### src/rtl/adc_rr_arbiter_pkg.sv
// Shared types for the two-consumer converter arbiter: state encoding and consumer ids.
package adc_rr_arbiter_pkg;

  localparam logic ID_A = 1'b0;
  localparam logic ID_B = 1'b1;

  typedef enum logic [1:0] {
    S_IDLE    = 2'd0,
    S_START   = 2'd1,
    S_WAIT    = 2'd2,
    S_PRESENT = 2'd3
  } state_t;

endpackage

### src/rtl/adc_rr_arbiter_if.sv
// Converter handshake (soc/eoc/x) plus the two consumer rfd/dav_ ports and the shared z bus.
interface adc_rr_arbiter_if #(
  parameter int W  = 8,
  parameter int CW = 8
);

  logic          soc;
  logic          eoc;
  logic [W-1:0]  x;
  logic          rfd_a;
  logic          dav_a_;
  logic          rfd_b;
  logic          dav_b_;
  logic [W-1:0]  z;
  logic [CW-1:0] cnt_a;
  logic [CW-1:0] cnt_b;

  // master is the arbiter; slave is the converter plus consumers around it
  modport master (
    output soc, dav_a_, dav_b_, z, cnt_a, cnt_b,
    input  eoc, x, rfd_a, rfd_b
  );

  modport slave (
    input  soc, dav_a_, dav_b_, z, cnt_a, cnt_b,
    output eoc, x, rfd_a, rfd_b
  );

endinterface

### src/rtl/adc_rr_arbiter_rr_pick2.sv
// Two-way round-robin pick: sole requester wins, a tie goes to whoever was not served last.
module rr_pick2
  import adc_rr_arbiter_pkg::*;
(
  input  logic [1:0] req,
  input  logic       last,
  output logic       gnt_id,
  output logic       any
);

  always_comb begin
    any    = |req;
    gnt_id = ID_A;
    if (req == 2'b11)
      gnt_id = ~last;
    else if (req[ID_B])
      gnt_id = ID_B;
  end

endmodule

### src/rtl/adc_rr_arbiter.sv
// Shares one soc/eoc converter between consumers A and B; each result goes on z and only
// the granted consumer sees its dav_ strobe.
module adc_rr_arbiter
  import adc_rr_arbiter_pkg::*;
(
  input  logic              clock,
  input  logic              reset_,
  adc_rr_arbiter_if.master  bus
);

  state_t state;
  logic   grant;
  logic   last;
  logic   pick_id;
  logic   pick_any;

  rr_pick2 u_pick (
    .req    ({bus.rfd_b, bus.rfd_a}),
    .last   (last),
    .gnt_id (pick_id),
    .any    (pick_any)
  );

  // Grant is latched in S_IDLE and held until the served consumer drops rfd,
  // so the other consumer's rfd has no influence for the rest of the cycle.
  always_ff @(posedge clock) begin
    if (!reset_) begin
      state      <= S_IDLE;
      grant      <= ID_A;
      last       <= ID_B;
      bus.soc    <= 1'b0;
      bus.dav_a_ <= 1'b1;
      bus.dav_b_ <= 1'b1;
      bus.z      <= '0;
      bus.cnt_a  <= '0;
      bus.cnt_b  <= '0;
    end else begin
      case (state)
        S_IDLE: begin
          if (bus.eoc && pick_any) begin
            grant   <= pick_id;
            bus.soc <= 1'b1;
            state   <= S_START;
          end
        end
        S_START: begin
          if (!bus.eoc) begin
            bus.soc <= 1'b0;
            state   <= S_WAIT;
          end
        end
        S_WAIT: begin
          if (bus.eoc) begin
            bus.z <= bus.x;
            if (grant == ID_A)
              bus.dav_a_ <= 1'b0;
            else
              bus.dav_b_ <= 1'b0;
            state <= S_PRESENT;
          end
        end
        S_PRESENT: begin
          if (grant == ID_A && !bus.rfd_a) begin
            bus.dav_a_ <= 1'b1;
            bus.cnt_a  <= bus.cnt_a + 1'b1;
            last       <= ID_A;
            state      <= S_IDLE;
          end else if (grant == ID_B && !bus.rfd_b) begin
            bus.dav_b_ <= 1'b1;
            bus.cnt_b  <= bus.cnt_b + 1'b1;
            last       <= ID_B;
            state      <= S_IDLE;
          end
        end
        default: state <= S_IDLE;
      endcase
    end
  end

endmodule

### src/flat_wrapper.sv
// flat-port wrapper written by rule: the top's interface ports become plain ports
module adc_rr_arbiter_flat import adc_rr_arbiter_pkg::*;
  (clock, reset_, bus_soc, bus_dav_a_, bus_dav_b_, bus_z, bus_cnt_a, bus_cnt_b, bus_eoc, bus_x, bus_rfd_a, bus_rfd_b);
  adc_rr_arbiter_if #(.W(8), .CW(8)) bus_i ();
  input  logic clock;
  input  logic reset_;
  output wire logic [$bits(bus_i.soc)-1:0] bus_soc;
  output wire logic [$bits(bus_i.dav_a_)-1:0] bus_dav_a_;
  output wire logic [$bits(bus_i.dav_b_)-1:0] bus_dav_b_;
  output wire logic [$bits(bus_i.z)-1:0] bus_z;
  output wire logic [$bits(bus_i.cnt_a)-1:0] bus_cnt_a;
  output wire logic [$bits(bus_i.cnt_b)-1:0] bus_cnt_b;
  input wire logic [$bits(bus_i.eoc)-1:0] bus_eoc;
  input wire logic [$bits(bus_i.x)-1:0] bus_x;
  input wire logic [$bits(bus_i.rfd_a)-1:0] bus_rfd_a;
  input wire logic [$bits(bus_i.rfd_b)-1:0] bus_rfd_b;
  assign bus_soc = bus_i.soc;
  assign bus_dav_a_ = bus_i.dav_a_;
  assign bus_dav_b_ = bus_i.dav_b_;
  assign bus_z = bus_i.z;
  assign bus_cnt_a = bus_i.cnt_a;
  assign bus_cnt_b = bus_i.cnt_b;
  assign bus_i.eoc = bus_eoc;
  assign bus_i.x = bus_x;
  assign bus_i.rfd_a = bus_rfd_a;
  assign bus_i.rfd_b = bus_rfd_b;
  adc_rr_arbiter u_core (.clock(clock), .reset_(reset_), .bus(bus_i));
endmodule
### config.mk
export PLATFORM = sky130hd
export DESIGN_NAME = adc_rr_arbiter_flat
export DESIGN_NICKNAME = d
export VERILOG_FILES = /design/src/rtl/adc_rr_arbiter_pkg.sv /design/src/rtl/adc_rr_arbiter_if.sv /design/src/rtl/adc_rr_arbiter_rr_pick2.sv /design/src/rtl/adc_rr_arbiter.sv /design/src/flat_wrapper.sv
export SDC_FILE = /design/constraint.sdc
export NUM_CORES = 1
export LEC_CHECK = 0
export CORE_UTILIZATION = 45
export DETAILED_ROUTE_END_ITERATION = 10
export PLACE_DENSITY = 0.73
export SLEW_MARGIN = 20
export SYNTH_ARGS = -nofsm -noshare
export SYNTH_HDL_FRONTEND = slang
export SYNTH_SLANG_ARGS = --single-unit
### constraint.sdc
create_clock -name clock -period 3.2 [get_ports clock]
set_clock_uncertainty 0.15 [all_clocks]
set_input_delay 0.8 -clock clock [delete_from_list [all_inputs] [get_ports clock]]
set_output_delay 0.8 -clock clock [all_outputs]
set_load 0.005 [all_outputs]
==> results of run 1 <==
-- final cells by class --
cell class | instances | area (sq um) | area share [%]
Clock buffer | 8 | 68.8 | 3.50
Tap cell | 44 | 55.1 | 2.80
Multi-Input combinational cell | 126 | 785 | 39.9
Inverter | 6 | 22.5 | 1.15
Sequential cell | 31 | 621 | 31.6
Timing Repair Buffer | 42 | 413 | 21.0
-- cell families after synthesis --
kind of cell | synth area share, %
AO/OA/AOI/OAI | 15.4
XOR/XNOR | 1.78
adder cells (fa/ha/maj) | 5.92
buffers and inverters | 5.07
flip-flops | 41.9
multiplexers | 7.10
AND/OR/NAND/NOR | 22.8
-- worst min-delay path by stage --
stage / start / end / slack (ns) / cells past startpoint
floorplan: u_core.bus.z[0] / u_core.bus.z[0] / 0.30 / 2
global placement: u_core.bus.z[6] / u_core.bus.z[6] / 0.29 / 2
detailed placement: u_core.bus.z[1] / u_core.bus.z[1] / 0.30 / 2
CTS: u_core.bus.z[6] / u_core.bus.z[6] / 0.32 / 2
global route: u_core.bus.z[6] / u_core.bus.z[6] / 0.33 / 2
finish: u_core.bus.z[6] / u_core.bus.z[6] / 0.31 / 2
-- stage by stage --
stage | setup slack (ns) | instance area [sq um] | hold slack (ns)
after floorplan | 1.08 | 1480 | 0.303
after global placement | 0.531 | 1900 | 0.293
after detailed placement | 0.467 | 1900 | 0.303
after CTS | 0.797 | 1960 | 0.316
after global routing | 0.737 | 1960 | 0.330
final | 0.791 | 1960 | 0.314
-- state kept, by name, summed over array words and instances (netlist names) --
register,count
u_core.state,2
u_core.bus.dav_b_,1
u_core.bus.soc,1
u_core.bus.cnt_a,8
u_core.bus.z,8
u_core.bus.cnt_b,8
u_core.last,1
u_core.grant,1
u_core.bus.dav_a_,1
-- worst reg2reg max path: cells and delay by family, from the launching register on --
kind	cells	cell delay [ns]
simple gates	2	1.01
flops	1	0.41
fa+ha+maj	1	0.37
compound gates	1	0.16
-- report_power, final --
group          internal [mW]  leakage [nW]  switching [mW]  total (mW)
Clock                  0.129        0.0386           0.131       0.260
Sequential             0.419         0.251          0.0283       0.448
Combinational          0.127         0.398           0.123       0.250
-- cells in the mapped netlist (2+ instances only) --
cell type and number:
dfxtp_1 31, nand2_1 25, a21oi_1 21, nand3_1 14, o21ai_0 10, ha_1 7, inv_1 6, mux2i_1 6
clkbuf_1 5, nor2_1 5, mux2_2 4, nand2b_1 4, o31ai_1 4, or3_1 4, or4_1 4, nor4_1 3
buf_6 2, xor2_1 2
-- metal layers --
metal | vias up | global-route usage (%) | share of wire [%]
li1 | 688 | - | -
met1 | 685 | 28.1 | 46
met2 | 28 | 33.7 | 49
met3 | 7 | 5.68 | 3.7
met4 | 0 | 11.2 | 1.5
met5 | - | 0 | 0
==> out/results.tsv, run 1 <==
metric	value	unit
run_status	completed	
max_freq	415	MHz
ys_async_sr_fraction	0	%
hpwlAfterDp	2.56	mm
finalHoldViolCount	0	
drcViolationCount	0	
r2r_cells	4	
startpoint	bus_rfd_a	
ant_nets	0	
syn2layout_area_growth	32.7	%
cap_viol_max_count	0	
drive_gt1_share	7.04	%
worstSetupEndpoint	u_core.bus.cnt_a[6]	
synth_top_area_share	41.9	%
wl_per_cell	13.3	um
clock_latency	0.33	ns
crit_buf_inv	1	
coreArea	3080	sq um
wirelength	3.41	mm
fin_crit_sh	75.3	%
arrival	2.51	ns
required	3.31	ns
insertedDiodeCount	0	
yosysSeqAreaShare	41.9	%
track_usage	21.9	%
critPathKind	input pin to flip-flop	
synth.top_cells.by_area	dfxtp_1, a21oi_1, nand2_1	
fin_crit	2.41	ns
ir_worst_vdd	0.000359	V
critical_path.top_delay_family	simple AND/OR/NAND/NOR gates	
rr_startpoint	u_core.state[1]	
cp_max_fo	12	
max_stage_delay	0.54	ns
die_x	59.4	um
dieArea	3520	sq um
vias	1408	
cts_tree	built	
syn-instance-count	172	
synthesis.area	1480	sq um
cts_buffers	5	
layout_commonest_cell	clkdlybuf4s50_1	
synth-seq-cells	31	
cts_sinks	31	
r2r-end	u_core.bus.cnt_a[6]	
grt_pass1_wl	5.74	mm
path_clk_slew	0.09	ns
start_kind	input pin	
cts_hold_buffers	0	
drt_iter0_markers	70	
die_y	59.4	um
slew_viol_final	0	
yosysTopAreaCell	dfxtp_1	
hold_class	flip-flop to flip-flop	
gp_congestion	0.797	
synth.distinct_cells	33	
powerDensity	487	nW/um^2
dp.cells	249	
ys.flop_type	dfxtp_1	
fin_nets	232	
setup_violations	0	
power.total	957	uW
placementRows	20	
cts_root_buf	clkbuf_4	
grt_pass1_vias	1325	
port-buffer-count	39	
synth_nets	192	
start_util	48.1	%
ios	40	
avgSynthCellArea	8.61	sq um
cts_setup_buffers	0	
cts_resized	0	
final_util	63.8	%
crit_path_top_delay_cell	clkdlybuf4s50_1	
endpoint_kind	flip-flop	
worstMarginPinSlew	0.522	ns
nFillCells	287	
final_cell_mix	clkdlybuf4s50_1, dfxtp_1, nand2_1, a21oi_1, nand3_1	
path_depth	4	
rsz0062_at_grt	false	
r2r_setup_slack	1.02	ns
fin_cells	257	
dr.pass1.iters	4	
synth_edf_count	0	
yosys_warnings	0	
htree_levels	2	
max-slew-margin-rel	65.2	%
cp_cell_sequence	clkdlybuf4s50_1 -> or3b_4 -> or4_1 -> a21oi_1	
grt_max_degree	16	
leakage	0.687	nW
tns	0	ns
via_per_inst	5.48	
antenna_found_initial	0	
grt_overflow	0	
clock_path_buffers	2	
(Power assumes the default switching activity.)
==> run 2: changes to the inputs <==
CORE_UTILIZATION = 43   (was 45)
clock period = 2 ns   (was 3.2 ns; I/O delays follow)
==> out/results.tsv, run 2 (same netlist as run 1, synthesis figures left out) <==
metric	value	unit	change
run_status	completed		unchanged
drcViolationCount	0		unchanged
rsz0062_at_grt	false		unchanged
whs	0.307	ns	was 0.314 ns
cts_root_buf	clkbuf_4		unchanged
grt_pass1_wl	5.58	mm	was 5.74 mm
start_kind	flip-flop		was input pin
grt_overflow	0		unchanged
wirelength	3.46	mm	was 3.41 mm
dieArea	3680	sq um	was 3520 sq um
slew_viol_final	0		unchanged
htree_levels	2		unchanged
crit_buf_inv	1		unchanged
critPathKind	flip-flop to output port		was input pin to flip-flop
start_util	46.9	%	was 48.1%
ios	40		unchanged
cts_tree	built		unchanged
fin_crit	1.94	ns	
vias	1393		was 1408
dr.pass1.iters	4		unchanged
crit_path_top_delay_cell	clkdlybuf4s50_1		unchanged
fin_crit_sh	97.2	%	
cts_hold_buffers	0		unchanged
multi_input_area	791	sq um	was 785 sq um
max_freq	515	MHz	
leakage	0.739	nW	was 0.687 nW
drive_gt1_share	13.5	%	was 7.04%
fin_ws	0.0568	ns	was 0.791 ns
cts_sinks	31		unchanged
drt_iter0_markers	58		was 70
syn2layout_area_growth	38.5	%	was 32.7%
ir_worst_vdd	0.000600	V	was 0.000359 V
track_usage	21.0	%	was 21.9%
endpoint_kind	output port		was flip-flop
grt_max_degree	13		was 16
grt_pass1_vias	1258		was 1325
pre_cts_ws	-0.272	ns	was 0.467 ns
port-buffer-count	39		unchanged
cp_max_fo	6		was 12
die_y	60.7	um	was 59.4 um
dp.cells	259		was 249
hold_class	flip-flop to flip-flop		unchanged
cap_viol_max_count	0		unchanged
wl_met2	1.61	mm	was 1.66 mm
arrival	1.29	ns	was 2.51 ns
biggestRegsByFlops	u_core.bus.cnt_a: 8 flops, u_core.bus.cnt_b: 8 flops, u_core.bus.z: 8 flops		unchanged
finalHoldViolCount	0		unchanged
met3WireLength	137	um	was 127 um
setup_violations	0		unchanged
max_stage_delay	0.53	ns	was 0.54 ns
fin_cells	267		was 257
layout_commonest_cell	clkdlybuf4s50_1		unchanged
placementRows	20		unchanged
powerDensity	769	nW/um^2	was 487 nW/um^2
fin_nets	242		was 232
antenna_found_initial	0		unchanged
die_x	60.7	um	was 59.4 um
tns	0	ns	unchanged
required	1.35	ns	was 3.31 ns
cp_cell_sequence	clkdlybuf4s50_1		was clkdlybuf4s50_1 -> or3b_4 -> or4_1 -> a21oi_1
path_clk_slew	0.10	ns	was 0.09 ns
wl_per_cell	13.0	um	was 13.3 um
power.total	1.58	mW	was 957 uW
nFillCells	273		was 287
gp_congestion	0.789		was 0.797
clock_latency	0.33	ns	about the same
critical_path.top_delay_family	buffers and inverters		was simple AND/OR/NAND/NOR gates
regArea	626	sq um	was 621 sq um
insertedDiodeCount	0		unchanged
coreArea	3150	sq um	was 3080 sq um
final_cell_mix	clkdlybuf4s50_1, dfxtp_1, nand2_1, a21oi_1, nand3_1		unchanged
ant_nets	0		unchanged
worstMarginPinSlew	0.366	ns	was 0.522 ns
hpwlAfterDp	2.56	mm	about the same
clock_path_buffers	2		unchanged
maxUsedRoutingLayer	met4		unchanged
via_per_inst	5.22		was 5.48
wl_met1	1.64	mm	was 1.57 mm
max-slew-margin-rel	75.4	%	was 65.2%
cts_buffers	5		unchanged
run 2: area by class of cell:
cell class                      instances  area share (%)
Timing Repair Buffer                   52            23.8
Clock buffer                            8            3.36
Multi-Input combinational cell        126            38.6
Sequential cell                        31            30.5
Tap cell                               44            2.68
Inverter                                6            1.10
run 2: per-layer routing:
metal	track usage (%)	vias to the layer above
met4	10.7	0
met3	4.48	7
met1	28.4	640
met5	0	-
met2	31.6	33
li1	-	713
run 2: metrics by stage:
stage / utilization (%) / instance area [sq um]
2_1_floorplan: - / 1480
3_3_place_gp: 62.5 / 1970
3_5_place_dp: 62.5 / 1970
4_1_cts: 64.7 / 2040
5_1_grt: 65.0 / 2050
6_report: 65.0 / 2050
run 2: what timing repair did:
| action | 4_1_cts | 5_1_grt |
|---|---|---|
| resized for setup | 0 | 5 |
| setup buffers | 0 | 0 |
| setup endpoints to repair | 0 | 6 |
run 2: final timing paths:
kind              cells after the start  slack [ns]             endpoint                start
hold / removal                        2        0.31      u_core.bus.z[0]      u_core.bus.z[0]
hold reg to reg                       2        0.31      u_core.bus.z[0]      u_core.bus.z[0]
setup reg to reg                      4        0.10  u_core.bus.cnt_a[5]      u_core.state[0]
setup / recovery                      1        0.06         bus_cnt_a[2]  u_core.bus.cnt_a[2]
run 2: power breakdown:
part | total [mW] | internal (mW) | leakage (nW) | switching [mW]
Combinational | 0.442 | 0.237 | 0.447 | 0.206
Clock | 0.415 | 0.207 | 0.0386 | 0.208
Sequential | 0.720 | 0.673 | 0.253 | 0.0462
Total | 1.58 | 1.12 | 0.739 | 0.460
